$ cat src/rtl/sdram_arbiter.sv
// Two-port arbiter in front of a single SDRAM controller port, one transaction outstanding.
// Optional ARB_ROUND_ROBIN_EN: alternate grants on ties instead of fixed port-1 priority.
module sdram_arbiter #(
    parameter int ADDR_W  = 23,
    parameter int DATA_W  = 32,
    parameter int TIMEOUT = 1023
) (
    input  logic              clk,
    input  logic              rst_n,
    input  logic              req0_valid,
    input  logic              req0_rw,
    input  logic [ADDR_W-1:0] req0_addr,
    input  logic [DATA_W-1:0] req0_wdata,
    output logic              req0_ready,
    output logic [DATA_W-1:0] req0_rdata,
    output logic              req0_rvalid,
    input  logic              req1_valid,
    input  logic              req1_rw,
    input  logic [ADDR_W-1:0] req1_addr,
    input  logic [DATA_W-1:0] req1_wdata,
    output logic              req1_ready,
    output logic [DATA_W-1:0] req1_rdata,
    output logic              req1_rvalid,
    output logic [ADDR_W-1:0] mem_addr,
    output logic              mem_rw,
    output logic [DATA_W-1:0] mem_wdata,
    output logic              mem_in_valid,
    input  logic              mem_busy,
    input  logic [DATA_W-1:0] mem_rdata,
    input  logic              mem_out_valid,
    output logic              timeout_err
);
    localparam int WD_W = $clog2(TIMEOUT + 1);

    typedef enum logic [1:0] {IDLE, SETTLE, WAIT_WR, WAIT_RD} state_t;

    state_t            state_q, state_d;
    logic              owner_q, owner_d;
    logic [WD_W-1:0]   wd_q, wd_d;
    logic              req0_ready_q, req0_ready_d;
    logic              req1_ready_q, req1_ready_d;
    logic              req0_rvalid_q, req0_rvalid_d;
    logic              req1_rvalid_q, req1_rvalid_d;
    logic [DATA_W-1:0] req0_rdata_q, req0_rdata_d;
    logic [DATA_W-1:0] req1_rdata_q, req1_rdata_d;
    logic [ADDR_W-1:0] mem_addr_q, mem_addr_d;
    logic              mem_rw_q, mem_rw_d;
    logic [DATA_W-1:0] mem_wdata_q, mem_wdata_d;
    logic              mem_in_valid_q, mem_in_valid_d;
    logic              timeout_err_q, timeout_err_d;
    logic              grant;
`ifdef ARB_ROUND_ROBIN_EN
    logic              last_grant_q, last_grant_d;
`endif

    always_comb begin
        state_d        = state_q;
        owner_d        = owner_q;
        wd_d           = wd_q;
        req0_ready_d   = 1'b0;
        req1_ready_d   = 1'b0;
        req0_rvalid_d  = 1'b0;
        req1_rvalid_d  = 1'b0;
        req0_rdata_d   = req0_rdata_q;
        req1_rdata_d   = req1_rdata_q;
        mem_addr_d     = mem_addr_q;
        mem_rw_d       = mem_rw_q;
        mem_wdata_d    = mem_wdata_q;
        mem_in_valid_d = 1'b0;
        timeout_err_d  = timeout_err_q;
`ifdef ARB_ROUND_ROBIN_EN
        last_grant_d   = last_grant_q;
        grant          = (req0_valid && req1_valid) ? ~last_grant_q : req1_valid;
`else
        grant          = req1_valid;
`endif

        case (state_q)
            IDLE: begin
                if ((req0_valid || req1_valid) && !mem_busy) begin
                    owner_d        = grant;
                    mem_in_valid_d = 1'b1;
                    wd_d           = '0;
`ifdef ARB_ROUND_ROBIN_EN
                    last_grant_d   = grant;
`endif
                    if (grant) begin
                        req1_ready_d = 1'b1;
                        mem_addr_d   = req1_addr;
                        mem_rw_d     = req1_rw;
                        mem_wdata_d  = req1_wdata;
                        state_d      = req1_rw ? SETTLE : WAIT_RD;
                    end else begin
                        req0_ready_d = 1'b1;
                        mem_addr_d   = req0_addr;
                        mem_rw_d     = req0_rw;
                        mem_wdata_d  = req0_wdata;
                        state_d      = req0_rw ? SETTLE : WAIT_RD;
                    end
                end
            end
            SETTLE:  state_d = WAIT_WR;
            WAIT_WR: if (!mem_busy) state_d = IDLE;
            WAIT_RD: begin
                wd_d = wd_q + WD_W'(1);
                // returned data takes precedence over a watchdog expiry in the same cycle
                if (mem_out_valid || wd_d == WD_W'(TIMEOUT)) begin
                    state_d = IDLE;
                    if (!mem_out_valid) timeout_err_d = 1'b1;
                    if (owner_q) begin
                        req1_rvalid_d = 1'b1;
                        req1_rdata_d  = mem_out_valid ? mem_rdata : '0;
                    end else begin
                        req0_rvalid_d = 1'b1;
                        req0_rdata_d  = mem_out_valid ? mem_rdata : '0;
                    end
                end
            end
            default: state_d = IDLE;
        endcase
    end

    always_ff @(posedge clk or negedge rst_n) begin
        if (!rst_n) begin
            state_q        <= IDLE;
            owner_q        <= 1'b0;
            wd_q           <= '0;
            req0_ready_q   <= 1'b0;
            req1_ready_q   <= 1'b0;
            req0_rvalid_q  <= 1'b0;
            req1_rvalid_q  <= 1'b0;
            req0_rdata_q   <= '0;
            req1_rdata_q   <= '0;
            mem_addr_q     <= '0;
            mem_rw_q       <= 1'b0;
            mem_wdata_q    <= '0;
            mem_in_valid_q <= 1'b0;
            timeout_err_q  <= 1'b0;
`ifdef ARB_ROUND_ROBIN_EN
            last_grant_q   <= 1'b1;
`endif
        end else begin
            state_q        <= state_d;
            owner_q        <= owner_d;
            wd_q           <= wd_d;
            req0_ready_q   <= req0_ready_d;
            req1_ready_q   <= req1_ready_d;
            req0_rvalid_q  <= req0_rvalid_d;
            req1_rvalid_q  <= req1_rvalid_d;
            req0_rdata_q   <= req0_rdata_d;
            req1_rdata_q   <= req1_rdata_d;
            mem_addr_q     <= mem_addr_d;
            mem_rw_q       <= mem_rw_d;
            mem_wdata_q    <= mem_wdata_d;
            mem_in_valid_q <= mem_in_valid_d;
            timeout_err_q  <= timeout_err_d;
`ifdef ARB_ROUND_ROBIN_EN
            last_grant_q   <= last_grant_d;
`endif
        end
    end

    assign req0_ready   = req0_ready_q;
    assign req1_ready   = req1_ready_q;
    assign req0_rvalid  = req0_rvalid_q;
    assign req1_rvalid  = req1_rvalid_q;
    assign req0_rdata   = req0_rdata_q;
    assign req1_rdata   = req1_rdata_q;
    assign mem_addr     = mem_addr_q;
    assign mem_rw       = mem_rw_q;
    assign mem_wdata    = mem_wdata_q;
    assign mem_in_valid = mem_in_valid_q;
    assign timeout_err  = timeout_err_q;
endmodule
$ cat config.mk
export PLATFORM = sky130hd
export DESIGN_NAME = sdram_arbiter
export DESIGN_NICKNAME = d
export VERILOG_FILES = /design/src/rtl/sdram_arbiter.sv
export SDC_FILE = /design/constraint.sdc
export NUM_CORES = 1
export LEC_CHECK = 0
export BUFFER_PORTS_ARGS = -buffer_cell sky130_fd_sc_hd__buf_2
export CAP_MARGIN = 30
export CORE_MARGIN = 8
export CORE_UTILIZATION = 30
export CTS_CLUSTER_SIZE = 16
export DETAILED_ROUTE_END_ITERATION = 8
export PLACE_DENSITY = 0.61
export SYNTH_ARGS = -nofsm -noshare
export SYNTH_HDL_FRONTEND = slang
export SYNTH_SLANG_ARGS = --single-unit
export TNS_END_PERCENT = 30
$ cat constraint.sdc
create_clock -name clk -period 3.04 [get_ports clk]
set_clock_uncertainty 0.15 [all_clocks]
set_input_delay 0.608 -clock clk [delete_from_list [all_inputs] [get_ports clk]]
set_output_delay 0.608 -clock clk [all_outputs]
set_load 0.01 [all_outputs]
==> summary.txt, run 1 <==
GRT
  – Initial antenna violation count: 2
  – First-pass GRT wire length: 33,990 um
  – GR Overflow Total: 0
  – Vias in the first global route: 5,945
  – Largest net degree at the start of global routing: 67
  – Total global-route track usage: 16.23%

Yosys
  – Compound-gate portion of the synthesized area: 25.39%
  – Syn. warnings: 0
  – Synth area leader: dfrtp_1
  – Main combinational cell family by area after synthesis: compound AO/OA/AOI/OAI gates
  – Xor and xnor area share after synthesis: 0.4198%
  – Synth Register Bits: 139
  – Netlist cell types: 42
  – Mapped Cells: 582
  – Post-synth ARST share: 100.0%
  – Number of synthesized flops with an enable pin: 0
  – Synth area leaders: dfrtp_1 (56%), a221o_1 (8.5%), a22oi_1 (7.8%)
  – Top FF cell, synth: dfrtp_1
  – Simple-gate portion of the synthesized area: 13.69%
  – Syn Nets: 734
  – Synth Cell Area: 0.006259 mm2
  – Multiplexer area fraction after synthesis: 0.3199%
  – Syn Area/Cell: 10.75 um2
  – Adder-cell share of the synthesized area: 0.3998%
  – Post-synthesis sequential area ratio: 55.58%
  – Post-synth top area share: 55.58%

CTS
  – Clock Tree Root: clkbuf_16
  – Clock buffer depth: 2
  – Clock Latency Late Sink: 0.41 ns
  – Hold-fix buffers at CTS: 0
  – Post-CTS sizing: 0
  – Htree depth: 4
  – Num CTS Buffers: 17
  – Clock sink count: 139
  – Setup Buffers After CTS: 0
  – CTS tree: built
  – Clock Pin Slew Worst Setup and Hold Paths: 0.06 ns

Critical path
  – Crit-path slowest cell: a2111oi_4
  – CP cell instances: ha_1 -> nand3_4 -> or3_4 -> a2111oi_4 -> buf_12 -> o21ai_0
  – Top cell family by delay on the critical path: compound AO/OA/AOI/OAI gates
  – WP data arrival: 2.62 ns
  – Worst path max stage delay: 0.49 ns
  – CP endpoint kind: flop
  – Critical path launch point type: flop
  – Worst Path Max Fanout: 65
  – Worst Path Buf+Inv: 1
  – Worst endpoint required time: 3.16 ns
  – Critical setup path kind: flop to flop

Route
  – Initial DRC count: 334
  – DRT Pass-1 Iters: 5
  – Via count: 5,718
  – Routed len/inst: 18.82 um
  – Vias per cell: 5.087
  – Overall routed net length: 21,150 um
  – DR DRC count: 0
  – Antenna-violating nets left: 0

STA
  – Fin crit period: 2.495 ns
  – Final setup viols: 0
  – Rel. slew slack: 52.30%
  – Hold Violations, Final: 0
  – Worst Tran Pin Value: 0.7129 ns
  – RSZ-0062 raised after global routing: false
  – Final period util: 82.06%
  – Setup_tns: 0 ns
  – Fmax: 0.4008 GHz
  – Final Max Tran Viols: 0
  – Hold WS: 0.04568 ns

Outcome
  – Outcome: complete, no violations

Cells and area
  – Layout net count: 988
  – Fillcell total: 2,071
  – Share of cells above drive strength 1: 38.99%
  – Area Growth Syn to Fin: 35.33%
  – Final Core Density: 40.80%
  – Multi-input logic area: 0.002537 mm2
  – Reg area: 0.003478 mm2
  – Antenna Cells: 0

Pwr
  – Final Power: 7114 uW
  – Power Density: 840.0 mW/mm2
  – Worst-case vdd ir drop: 0.0004083 V
  – Leakage: 0.003860 uW

Floorplan
  – # IOs: 276
  – Die area: 0.02574 mm2
  – Core area: 0.02076 mm2
  – Initial Util: 30.15%
  – Die H: 160.4 um
  – Chip width: 160.4 um
  – Std-Cell Rows: 53

Worst hold path
  – Tightest Hold Check Type: input pin to async pin

Place
  – Port-buffer cells: 275
  – Post-DP HPWL: 14,880 um
  – RePlAce Congestion: 0.7616

Job
  – Total of max-cap violations: 0
==> final timing paths <==
kind | endpoint | depth (start not counted) | start | slack, ns
worst min-delay path | req1_rdata[1] | 1 | rst_n | 0.05
worst max register to register | req1_rdata[11] | 6 | wd_q[0] | 0.55
max in group asynchronous | mem_wdata[0] | 2 | rst_n | 2.03
min in group clk | mem_wdata[19] | 2 | req1_wdata[19] | 0.27
worst min register to register | timeout_err | 1 | timeout_err | 0.31
worst max-delay path | req1_rdata[11] | 6 | wd_q[0] | 0.55
==> placed cells by master, fill, tap and decap left out, drive strengths merged, types with 3 or more instances in the layout <==
cell / synthesis / routed
nand3: 5 / 5
a21oi: 5 / 5
a22oi: 65 / 65
a221o: 53 / 53
o21ai: 79 / 79
clkinv: 1 / 5
nor2: 8 / 8
nand2: 76 / 76
o31ai: 3 / 3
nor3b: 53 / 53
dfrtp: 139 / 139
buf: 6 / 290
clkinvlp: 0 / 3
inv: 2 / 8
and2: 4 / 4
clkbuf: 49 / 18
nor3: 5 / 5
==> logic make-up after synthesis <==
| family | count (synthesis) |
|---|---|
| AOI/OAI and AO/OA | 219 |
| xor gates and xnor gates | 3 |
| adders and majority gates | 2 |
| buffers and inverters | 58 |
| DFF | 139 |
| muxes | 2 |
| and+or+nand+nor | 159 |
==> per-stage QoR <==
stage | std cells | setup slack [ns] | cell area, um2
2_1_floorplan | 582 | 0.8352 | 6259
3_3_place_gp | 1092 | 0.5057 | 7904
3_5_place_dp | 1092 | 0.4972 | 7904
4_1_cts | 1124 | 0.5290 | 8469
5_1_grt | 1124 | 0.3825 | 8469
6_report | 1124 | 0.5452 | 8469
==> cell type report <==
class | count | area share, %
Clock buffer | 18 | 5.067
Clock inverter | 14 | 1.610
Inverter | 3 | 0.1330
Multi-Input combinational cell | 385 | 29.96
Sequential cell | 139 | 41.07
Tap cell | 275 | 4.063
Timing Repair Buffer | 290 | 18.10
==> where the power goes <==
part / switching [uW] / total, uW / internal (uW)
clock network: 855 / 2000 / 1140
registers: 405 / 2830 / 2420
logic: 1200 / 2290 / 1090
total: 2460 / 7110 / 4660
==> metal layers <==
layer  global-route usage (%)  routed length, um  up-vias
met5                        0                 27        -
met4                    3.356                168        4
met3                    8.062               2355       16
met2                    23.34               9090      274
met1                    21.51               9508     2719
li1                         -                  -     2705
==> state kept, by name, indices dropped and copies added, names as in the netlist, 2 cells and up <==
| register | flops |
|---|---|
| req1_rdata | 32 |
| mem_addr | 23 |
| state_q | 2 |
| wd_q | 10 |
| mem_wdata | 32 |
| req0_rdata | 32 |
==> synthesized netlist by cell type, types with 2 or more instances <==
library cell	count
nand3_1	4
o31ai_1	3
a22o_1	2
a21o_1	2
clkbuf_1	46
inv_1	2
mux2i_1	2
clkbuf_2	3
nand2b_1	2
ha_1	2
a31oi_1	2
xor2_1	2
nor3b_1	53
nand2_1	76
dfrtp_1	139
buf_8	3
nor3_1	5
a21oi_1	5
a22oi_1	65
o21ai_1	2
nor2_1	8
buf_1	2
a221o_1	53
o22ai_1	2
nand4_1	2
o21ai_0	77
o21a_1	2
and2_1	2
Power figures use the tool's default switching activity.
==> run 2: changes to the inputs <==
==> constraint.sdc (replaced) <==
create_clock -name clk -period 2.5 [get_ports clk]
set_clock_uncertainty 0.15 [all_clocks]
set_input_delay 0.5 -clock clk [delete_from_list [all_inputs] [get_ports clk]]
set_output_delay 0.5 -clock clk [all_outputs]
set_load 0.01 [all_outputs]
==> summary.txt, run 2 (synthesized netlist as in run 1, its figures left out) <==
Outcome
  – Outcome: complete, no violations

STA
  – RSZ-0062 raised after global routing: false
  – Hold Violations, Final: 0 (unchanged)
  – Final setup viols: 0 (unchanged)
  – Final Max Tran Viols: 0 (unchanged)
  – Setup ws final: 0.1584 ns (-0.3869 ns)
  – Setup_tns: 0 ns (unchanged)
  – Rel. slew slack: 63.89% (+12 points)
  – Final period util: 93.67% (+12 points)
  – Fin crit period: 2.342 ns (-0.1531 ns)
  – Worst Tran Pin Value: 0.5396 ns (-0.1733 ns)
  – Hold WS: 0.1485 ns (+0.1028 ns)
  – Fmax: 0.4271 GHz (+6.5%)

Place
  – Post-DP HPWL: 15,260 um (+2.6%)
  – Pre-CTS setup slack: 0.09483 ns (-0.4023 ns)
  – RePlAce Congestion: 0.7610 (about the same)
  – Port-buffer cells: 275 (unchanged)

GRT
  – Largest net degree at the start of global routing: 66 (-1.5%)
  – First-pass GRT wire length: 34,820 um (+2.4%)
  – GR Overflow Total: 0 (unchanged)
  – Total global-route track usage: 16.82% (+0.59 points)
  – Vias in the first global route: 6,035 (+1.5%)
  – Initial antenna violation count: 3 (+1)

CTS
  – Clock Pin Slew Worst Setup and Hold Paths: 0.07 ns (about the same)
  – Htree depth: 4 (unchanged)
  – Clock Tree Root: clkbuf_16
  – Clock sink count: 139 (unchanged)
  – CTS tree: built
  – Num CTS Buffers: 17 (unchanged)
  – Clock Latency Late Sink: 0.41 ns (about the same)
  – Clock buffer depth: 2 (unchanged)

Floorplan
  – Std-Cell Rows: 53 (unchanged)
  – Chip width: 160.4 um (unchanged)
  – Die H: 160.4 um (unchanged)
  – Die area: 0.02574 mm2 (unchanged)
  – Core area: 0.02076 mm2 (unchanged)
  – Initial Util: 30.15% (unchanged)
  – # IOs: 276 (unchanged)

Critical path
  – Setup slack, reg-to-reg: 0.16 ns (-0.39 ns)
  – Worst Path Max Fanout: 32 (-51%)
  – Critical setup path kind: flop to flop
  – Critical path launch point type: flop
  – CP endpoint kind: flop
  – Worst endpoint required time: 2.64 ns (-0.52 ns)
  – WP data arrival: 2.48 ns (-0.14 ns)

Route
  – Via count: 5,752 (+0.59%)
  – Vias per cell: 5.090 (about the same)
  – DR DRC count: 0 (unchanged)
  – Routed len/inst: 19.24 um (+2.3%)
  – Initial DRC count: 325 (-2.7%)
  – Overall routed net length: 21,750 um (+2.8%)
  – Antenna-violating nets left: 0 (unchanged)
  – DRT Pass-1 Iters: 4 (-1)

Cells and area
  – Commonest non-fill, non-tap cell in the layout: buf_2
  – Share of cells above drive strength 1: 39.42% (+0.43 points)
  – Layout net count: 995 (+0.71%)
  – Commonest cells after routing, fill and taps aside: buf_2 (274), dfrtp_1 (139), o21ai_0 (77), nand2_1 (76), a22oi_1 (65)
  – Antenna Cells: 0 (unchanged)
  – Area Growth Syn to Fin: 36.91%

Job
  – Total of max-cap violations: 0 (unchanged)

Pwr
  – Leakage: 0.003904 uW (+1.1%)
  – Worst-case vdd ir drop: 0.0004633 V (+13%)
  – Power Density: 1018 mW/mm2 (+21%)

Worst hold path
  – Tightest Hold Check Type: input pin to flop
==> run 2: stage by stage <==
stage          utilization, %  cell area, um2  power (uW)  instances
2_1_floorplan               -            6259        4989        582
3_3_place_gp            38.34            7959        6281       1096
3_5_place_dp            38.34            7959        6328       1096
4_1_cts                 41.15            8542        8844       1128
5_1_grt                 41.28            8568        9344       1130
6_report                41.28            8568        8720       1130
==> run 2: worst paths after layout <==
kind / cells after the start / from / end
max in group asynchronous: 3 / rst_n / req0_rdata[7]
min in group asynchronous: 2 / rst_n / req0_rdata[1]
worst max-delay path: 7 / wd_q[1] / req0_rdata[8]
worst min register to register: 1 / timeout_err / timeout_err
worst max register to register: 7 / wd_q[1] / req0_rdata[8]
worst min-delay path: 2 / req1_addr[6] / mem_addr[6]
==> run 2: worst max-delay path, stage by stage (launching register included) <==
cell and delay (ns):
dfrtp_1 0.40, ha_2 0.26, nand3_4 0.12, or3_4 0.41, a2111oi_4 0.28, buf_4 0.20, buf_6 0.26, o21ai_0 0.14
==> run 2: final cells by class <==
cell class,count,area (um2)
clock buffer,18,429.2
multi-input combinational,385,2540
timing repair buffer,297,1622
tap,275,344.1
inverter,3,11.26
fill,2048,12190
sequential,139,3478
clock inverter,13,143.9
==> run 2: power breakdown <==
part           switching (uW)  leakage (uW)  internal, uW
Clock                     999      0.000269          1470
Sequential                497       0.00152          2950
Combinational            1460       0.00211          1350
==> run 2: what timing repair did <==
item                                   4_1_cts  5_1_grt
hold buffers                                 1        0
buffers inserted                             0        1
setup endpoints to repair                    0       65
resized for setup                            0        2
endpoints found under the hold margin       47        0
==> run 2: per-layer routing <==
layer / track usage [%] / part of all wire (%) / wire (um)
met5: 0 / 0.19 / 42
met3: 8.907 / 11 / 2473
met2: 24.26 / 44 / 9584
met4: 3.696 / 0.69 / 151
met1: 21.82 / 44 / 9494
